File: src/rtl/core_sequencer.sv
// Instruction-level sequencer: primes the PC, gates PC/write enables per instruction, halts on Ack.
// Optional cycle counter enabled by defining CORE_SEQUENCER_CYCLE_COUNT_EN.
module core_sequencer (
    input  logic        Clk,
    input  logic        Reset,
    input  logic        Start,
    input  logic        Ack,
    input  logic        LoadInst,
    input  logic        MemWrEn,
    input  logic        RegWrEn,
    input  logic        Branch,
    input  logic        BranchEn,
    input  logic        CondFlag,
    output logic        PCReset,
    output logic        PCEn,
    output logic        PCLoad,
    output logic        RegWrGated,
    output logic        MemWrGated,
    output logic        Done,
    output logic [15:0] CycleCount
);

    typedef enum logic [2:0] {
        S_IDLE,
        S_PRIME,
        S_RUN,
        S_LOAD_WAIT,
        S_HALT
    } state_e;

    state_e state_q, state_d;
    logic   done_q, done_d;
    logic   pc_reset, pc_en, reg_wr, mem_wr;

    always_comb begin
        state_d  = state_q;
        pc_reset = 1'b0;
        pc_en    = 1'b0;
        reg_wr   = 1'b0;
        mem_wr   = 1'b0;
        unique case (state_q)
            S_IDLE: begin
                if (Start) state_d = S_PRIME;
            end
            S_PRIME: begin
                pc_reset = 1'b1;
                if (!Start) state_d = S_RUN;
            end
            S_RUN: begin
                pc_en  = ~Ack & ~LoadInst;
                reg_wr = RegWrEn & ~Ack & ~LoadInst;
                mem_wr = MemWrEn & ~Ack;
                if (Start)         state_d = S_PRIME;
                else if (Ack)      state_d = S_HALT;
                else if (LoadInst) state_d = S_LOAD_WAIT;
            end
            S_LOAD_WAIT: begin
                // An abort arriving here drops the pending load write-back.
                if (Start) begin
                    state_d = S_PRIME;
                end else begin
                    pc_en   = 1'b1;
                    reg_wr  = 1'b1;
                    state_d = S_RUN;
                end
            end
            S_HALT: begin
                if (Start) state_d = S_PRIME;
            end
            default: state_d = S_IDLE;
        endcase

        if (Reset) begin
            state_d  = S_IDLE;
            pc_reset = 1'b0;
            pc_en    = 1'b0;
            reg_wr   = 1'b0;
            mem_wr   = 1'b0;
        end
    end

    always_comb begin
        done_d = done_q;
        if (state_d == S_HALT)       done_d = 1'b1;
        else if (state_d == S_PRIME) done_d = 1'b0;
    end

    always_ff @(posedge Clk) begin
        if (Reset) begin
            state_q <= S_IDLE;
            done_q  <= 1'b0;
        end else begin
            state_q <= state_d;
            done_q  <= done_d;
        end
    end

    assign PCReset    = pc_reset;
    assign PCEn       = pc_en;
    assign PCLoad     = pc_en & (Branch | (BranchEn & CondFlag));
    assign RegWrGated = reg_wr;
    assign MemWrGated = mem_wr;
    assign Done       = done_q & ~Reset;

`ifdef CORE_SEQUENCER_CYCLE_COUNT_EN
    logic [15:0] count_q, count_d;

    // Cleared on entry to PRIME so the count already reads 0 during PRIME.
    always_comb begin
        count_d = count_q;
        if (state_d == S_PRIME)
            count_d = '0;
        else if ((state_q == S_RUN || state_q == S_LOAD_WAIT) && count_q != 16'hFFFF)
            count_d = count_q + 16'd1;
    end

    always_ff @(posedge Clk) begin
        if (Reset) count_q <= '0;
        else       count_q <= count_d;
    end

    assign CycleCount = Reset ? '0 : count_q;
`else
    assign CycleCount = '0;
`endif

endmodule

File: config.mk
export PLATFORM = sky130hd
export DESIGN_NAME = core_sequencer
export DESIGN_NICKNAME = d
export VERILOG_FILES = /design/src/rtl/core_sequencer.sv
export SDC_FILE = /design/constraint.sdc
export NUM_CORES = 1
export LEC_CHECK = 0
export BUFFER_PORTS_ARGS = -buffer_cell sky130_fd_sc_hd__buf_2
export CORE_AREA = 4 4 41 43
export CTS_CLUSTER_DIAMETER = 40
export DETAILED_ROUTE_END_ITERATION = 6
export DIE_AREA = 0 0 45 47
export MAX_ROUTING_LAYER = met4
export PLACE_DENSITY_LB_ADDON = 0.25
export SLEW_MARGIN = 30
export SYNTH_ARGS = -nofsm -noshare
export SYNTH_HDL_FRONTEND = slang
export SYNTH_SLANG_ARGS = --single-unit
File: constraint.sdc
create_clock -name Clk -period 1 [get_ports Clk]
set_input_delay 0.05 -clock Clk [delete_from_list [all_inputs] [get_ports Clk]]
set_output_delay 0.05 -clock Clk [all_outputs]
set_load 0.01 [all_outputs]
### Yosys cells after proc, flatten, opt, wreduce, memory -nomap -nowiden

Index checks and enable logic that the tools add are counted.

* word-level logic and storage cells: 41
* register bits after elaboration: 4
* output and inout bits: 22
* input port bits: 10

* equal/unequal tests: 6
* bitwise operators: 11
* mux-type cells: 19
* reduce and logical (&&, ||, !) cells: 3

Operators with widths (number)
* 2-to-1 mux 3 bit: 6
* one-hot mux 3 bit (4 select lines): 1
* 2-to-1 mux 1 bit: 9
* bitwise AND 1 bit: 7
* equality test 3 x 1 -> 1 bit, second input constant: 2
* equality test 3 x 2 -> 1 bit, second input constant: 2
* equality test 3 bit, second input constant: 2
* one-hot mux 1 bit (2 select lines): 2
* zero test 3 bit: 1
* inverter 1 bit: 3
* 2-to-1 mux 2 bit: 1
* nonzero test 2 bit: 1
* OR reduction 2 bit: 1
* bitwise OR 1 bit: 1

### Depth between registers and ports, before layout

* word-level depth: 8
* mapped depth: 3
* gate-level depth less buffers: 3

### Least setup slack after synthesis

Ideal clock, no wire load.

* path type: reg-to-output
* start: register state_q[0]
* end: output PCLoad
* data required time: 0.950 ns
* buffers on the path: 0
* arrival time: 0.890 ns
* path slack: 0.060 ns
* stages on the path, launching flop included: 4
* cell sequence: dfxtp_1 -> nor2b_4 -> o211ai_2 -> nor2_1

* cells in the longest elaborated chain, start to end: 4
* elaborated cells between the ends (all ways): 5
* classes of those cells: 2 x eq/ne; 2 x mux; 1 x bitwise

Ends and longest elaborated chain
* start, declared: line 31 `state_e state_q, state_d;`
* start signal, assigned: line 93 `state_q <= state_d;`
* equality test 3 x 2 -> 1 bit: line 41 `unique case (state_q)`
* one-hot mux 1 bit (2 select lines) (*): line 41
* 2-to-1 mux 1 bit (*): line 73 `if (Reset) begin`
* bitwise AND 1 bit (*): line 100 `assign PCLoad = pc_en & (Branch | (BranchEn & CondFlag));`
* end, declared: line 16 `output logic PCLoad,`

Mark *: on every way between the ends. The rest lies on a longest branch, timed or not.

### Worst setup path in the final report

Ends and elaborated chain as after synthesis.

==> run_results.csv <==
group,metric,value,unit
run_status,status,"complete, but fails checks",
run_status,violations,"setup timing",
worst_setup_path,path_cells,"nor3_4 -> o211ai_2 -> nor2_1 -> buf_2",
drt,vias_per_cell,3.98,
power_and_ir_drop,ir_drop,0.396,mV
flow_run,cap_viol_max_count,0,
floorplanning,pin_count,32,
clock_network,hold_buffers,0,
worst_setup_path,cp_data_required_time,0.95,ns
worst_setup_path,rr_startpoint,"state_q[2]",
global_routing,grt_max_degree,8,
placement,post_dp_cell_area,413,um^2
worst_setup_path,max_stage_delay,0.36,ns
hold_path,hold_depth,2,
clock_network,cts_buffers,3,
sta,fin_ws,-0.161,ns
yosys,yosysSeqAreaShare,21.3,%
clock_network,cts-root-buf,"clkbuf_4",
drt,ant_nets,0,
hold_path,hold_path.class,"input port to flop",
clock_network,cts_tree,"yes",
floorplanning,die_area,2120,um^2
finish,fin_area,498,um^2
worst_setup_path,rrSetupSlack,0.03,ns
finish,diodes,0,
worst_setup_path,crit_cells,4,
yosys,syn_area_per_cell,7.99,um^2
sta,min_period,1.16,ns
yosys,synthCells,47,
clock_network,clock-sinks,4,
clock_network,clk_path_buf_depth,2,
global_routing,track_usage,8.83,%
drt,wirelength,814,um
sta,skew,0.00229,ns
yosys,synth_area,375,um^2
worst_setup_path,cp-endpoint,"PCLoad",
finish,area_delta_synth_final,32.7,%
yosys,synth_most_common_cell,"buf_4",
worst_setup_path,crit_slowest_cell,"dfxtp_4",
floorplanning,fp-row-count,13,
sta,rsz0062_at_grt,"yes",
sta,drv_slew,0,
worst_setup_path,startpoint,"state_q[0]",
finish,drive_gt1_share,49.3,%
yosys,yosys_warnings,0,
yosys,yosys.area.top_type,"buf_4",
worst_setup_path,critPathLaunchType,"flop",
clock_network,insertion_delay,0.24,ns
drt,route.vias.total,326,
global_routing,grt-ovfl-total,0,
placement,portBuffers,15,
sta,period_share,116,%
floorplanning,core,1300,um^2
global_routing,antenna_found_initial,0,
drt,drt_iter0_markers,1,
sta,hold_viol,0,
placement,dpl.hpwl,625,um
worst_setup_path,cp_top_family,"flip-flops",
drt,route.detailed.wl_per_inst,9.93,um
yosys,synth.area.top_cells,"buf_4 32%, dfxtp_1 21%, nor2_1 5.0%",
drt,dr.pass1.iters,2,
yosys,synth_enable_flop_cells,0,
finish,nNetsFinal,79,
sta,setup_viol,5,
floorplanning,initial_utilization,28.8,%
yosys,async_flop_share,0,%
yosys,synth_common_cells,"16 x buf_4, 5 x nor2_1, 4 x dfxtp_1, 3 x a21oi_1, 3 x inv_1",
yosys,synth-main-ff-cell,"dfxtp_1",
clock_network,clk_pin_slew,0.04,ns
sta,fmax,0.861,GHz
sta,whs,0.0765,ns
worst_setup_path,critPathMaxFanout,5,
clock_network,h-tree-depth,1,
sta,fin_setup_tns,-0.547,ns
worst_setup_path,critPathKind,"flop to output pin",
floorplanning,die_x,45,um
worst_setup_path,critical_path_buf_inv_count,1,
worst_setup_path,end_kind,"output pin",
yosys,ys_ff_latch,4,
placement,gp_congestion,0.720,
global_routing,grt_pass1_wl,1260,um
power_and_ir_drop,powerDensity,946,nW/um^2
yosys,synth.distinct_cells,20,
worst_setup_path,r2r_cells,3,
yosys,synthDominantCellAreaShare,32.0,%
power_and_ir_drop,leakagePower,0.264,nW
worst_setup_path,critical_path_arrival,1.11,ns
worst_setup_path,reg2reg_to,"state_q[2]",
global_routing,grt_pass1_vias,294,
drt,drcViolationCount,0,
floorplanning,dieHeight,47,um
==> cell usage in the layout, fill, tap and decap left out <==
cell type and count:
conb_1 16, buf_2 15, inv_1 3, a21oi_1 3, nor2_1 3, clkbuf_4 3, dfxtp_4 3, nor2_2 2
nor4b_2 2, buf_6 2, nor2b_4 1, nor3_4 1, o211ai_2 1, nor2b_1 1, and4_1 1, nand2_2 1
mux2i_1 1, o21ai_2 1, nand2_1 1, o21bai_1 1, o2111a_1 1, nor4_1 1, nand4b_1 1, dfxtp_1 1
buf_4 1
==> power breakdown <==
part / leakage [nW] / total [mW] / internal, mW / switching, mW
combinational: 0.216 / 0.101 / 0.0365 / 0.0647
sequential: 0.0347 / 0.167 / 0.159 / 0.00715
clock: 0.0138 / 0.203 / 0.134 / 0.0690
total: 0.264 / 0.471 / 0.330 / 0.141
==> worst min path at each step <==
stage | start | to | slack (ns)
after global routing | Start | state_q[2] | 0.09
after detailed placement | Start | state_q[2] | 0.33
after floorplan | Reset | state_q[0] | 0.12
final | Start | state_q[2] | 0.08
after CTS | Start | state_q[2] | 0.07
after global placement | Reset | state_q[0] | 0.33
==> timing repair <==
item	in CTS	in global routing
pin swaps	5	1
gates resized for setup	11	5
setup buffers	2	0
endpoints found under the setup margin	5	8
==> kinds of logic after synthesis <==
group | synth area share, %
multiplexers | 2.67
flip-flops | 21.3
other | 0.999
buffers and inverters | 35.0
AO/OA/AOI/OAI | 13.7
AND/OR/NAND/NOR | 26.3
==> routing by layer <==
layer	GRT usage (%)	vias to the layer above	share of wire, %
li1	-	168	-
met1	9.38	132	40
met2	12.4	24	39
met3	4.21	2	20
met4	7.02	0	0.98
met5	-	-	0
==> per-stage QoR <==
step	setup WS [ns]	utilization (%)	instances	total power, mW
2_1_floorplan	0.0601	-	62	0.270
3_3_place_gp	-0.000269	31.7	77	0.260
3_5_place_dp	0.0141	31.7	77	0.260
4_1_cts	-0.171	37.2	82	0.478
5_1_grt	-0.232	38.3	82	0.503
6_report	-0.161	38.3	82	0.471
==> flip-flops by register name, summed over array words and instances, names as in the netlist <==
register	count
state_q	3
done_q	1
==> layout make-up <==
cell class | instances | area, um^2
repair buffers | 18 | 105
flip-flops and latches | 4 | 91.3
well taps | 15 | 18.8
fillers | 148 | 803
clock buffers | 3 | 22.5
multi-input cells | 39 | 249
inverters | 3 | 11.3
Power figures use the tool's default switching activity.
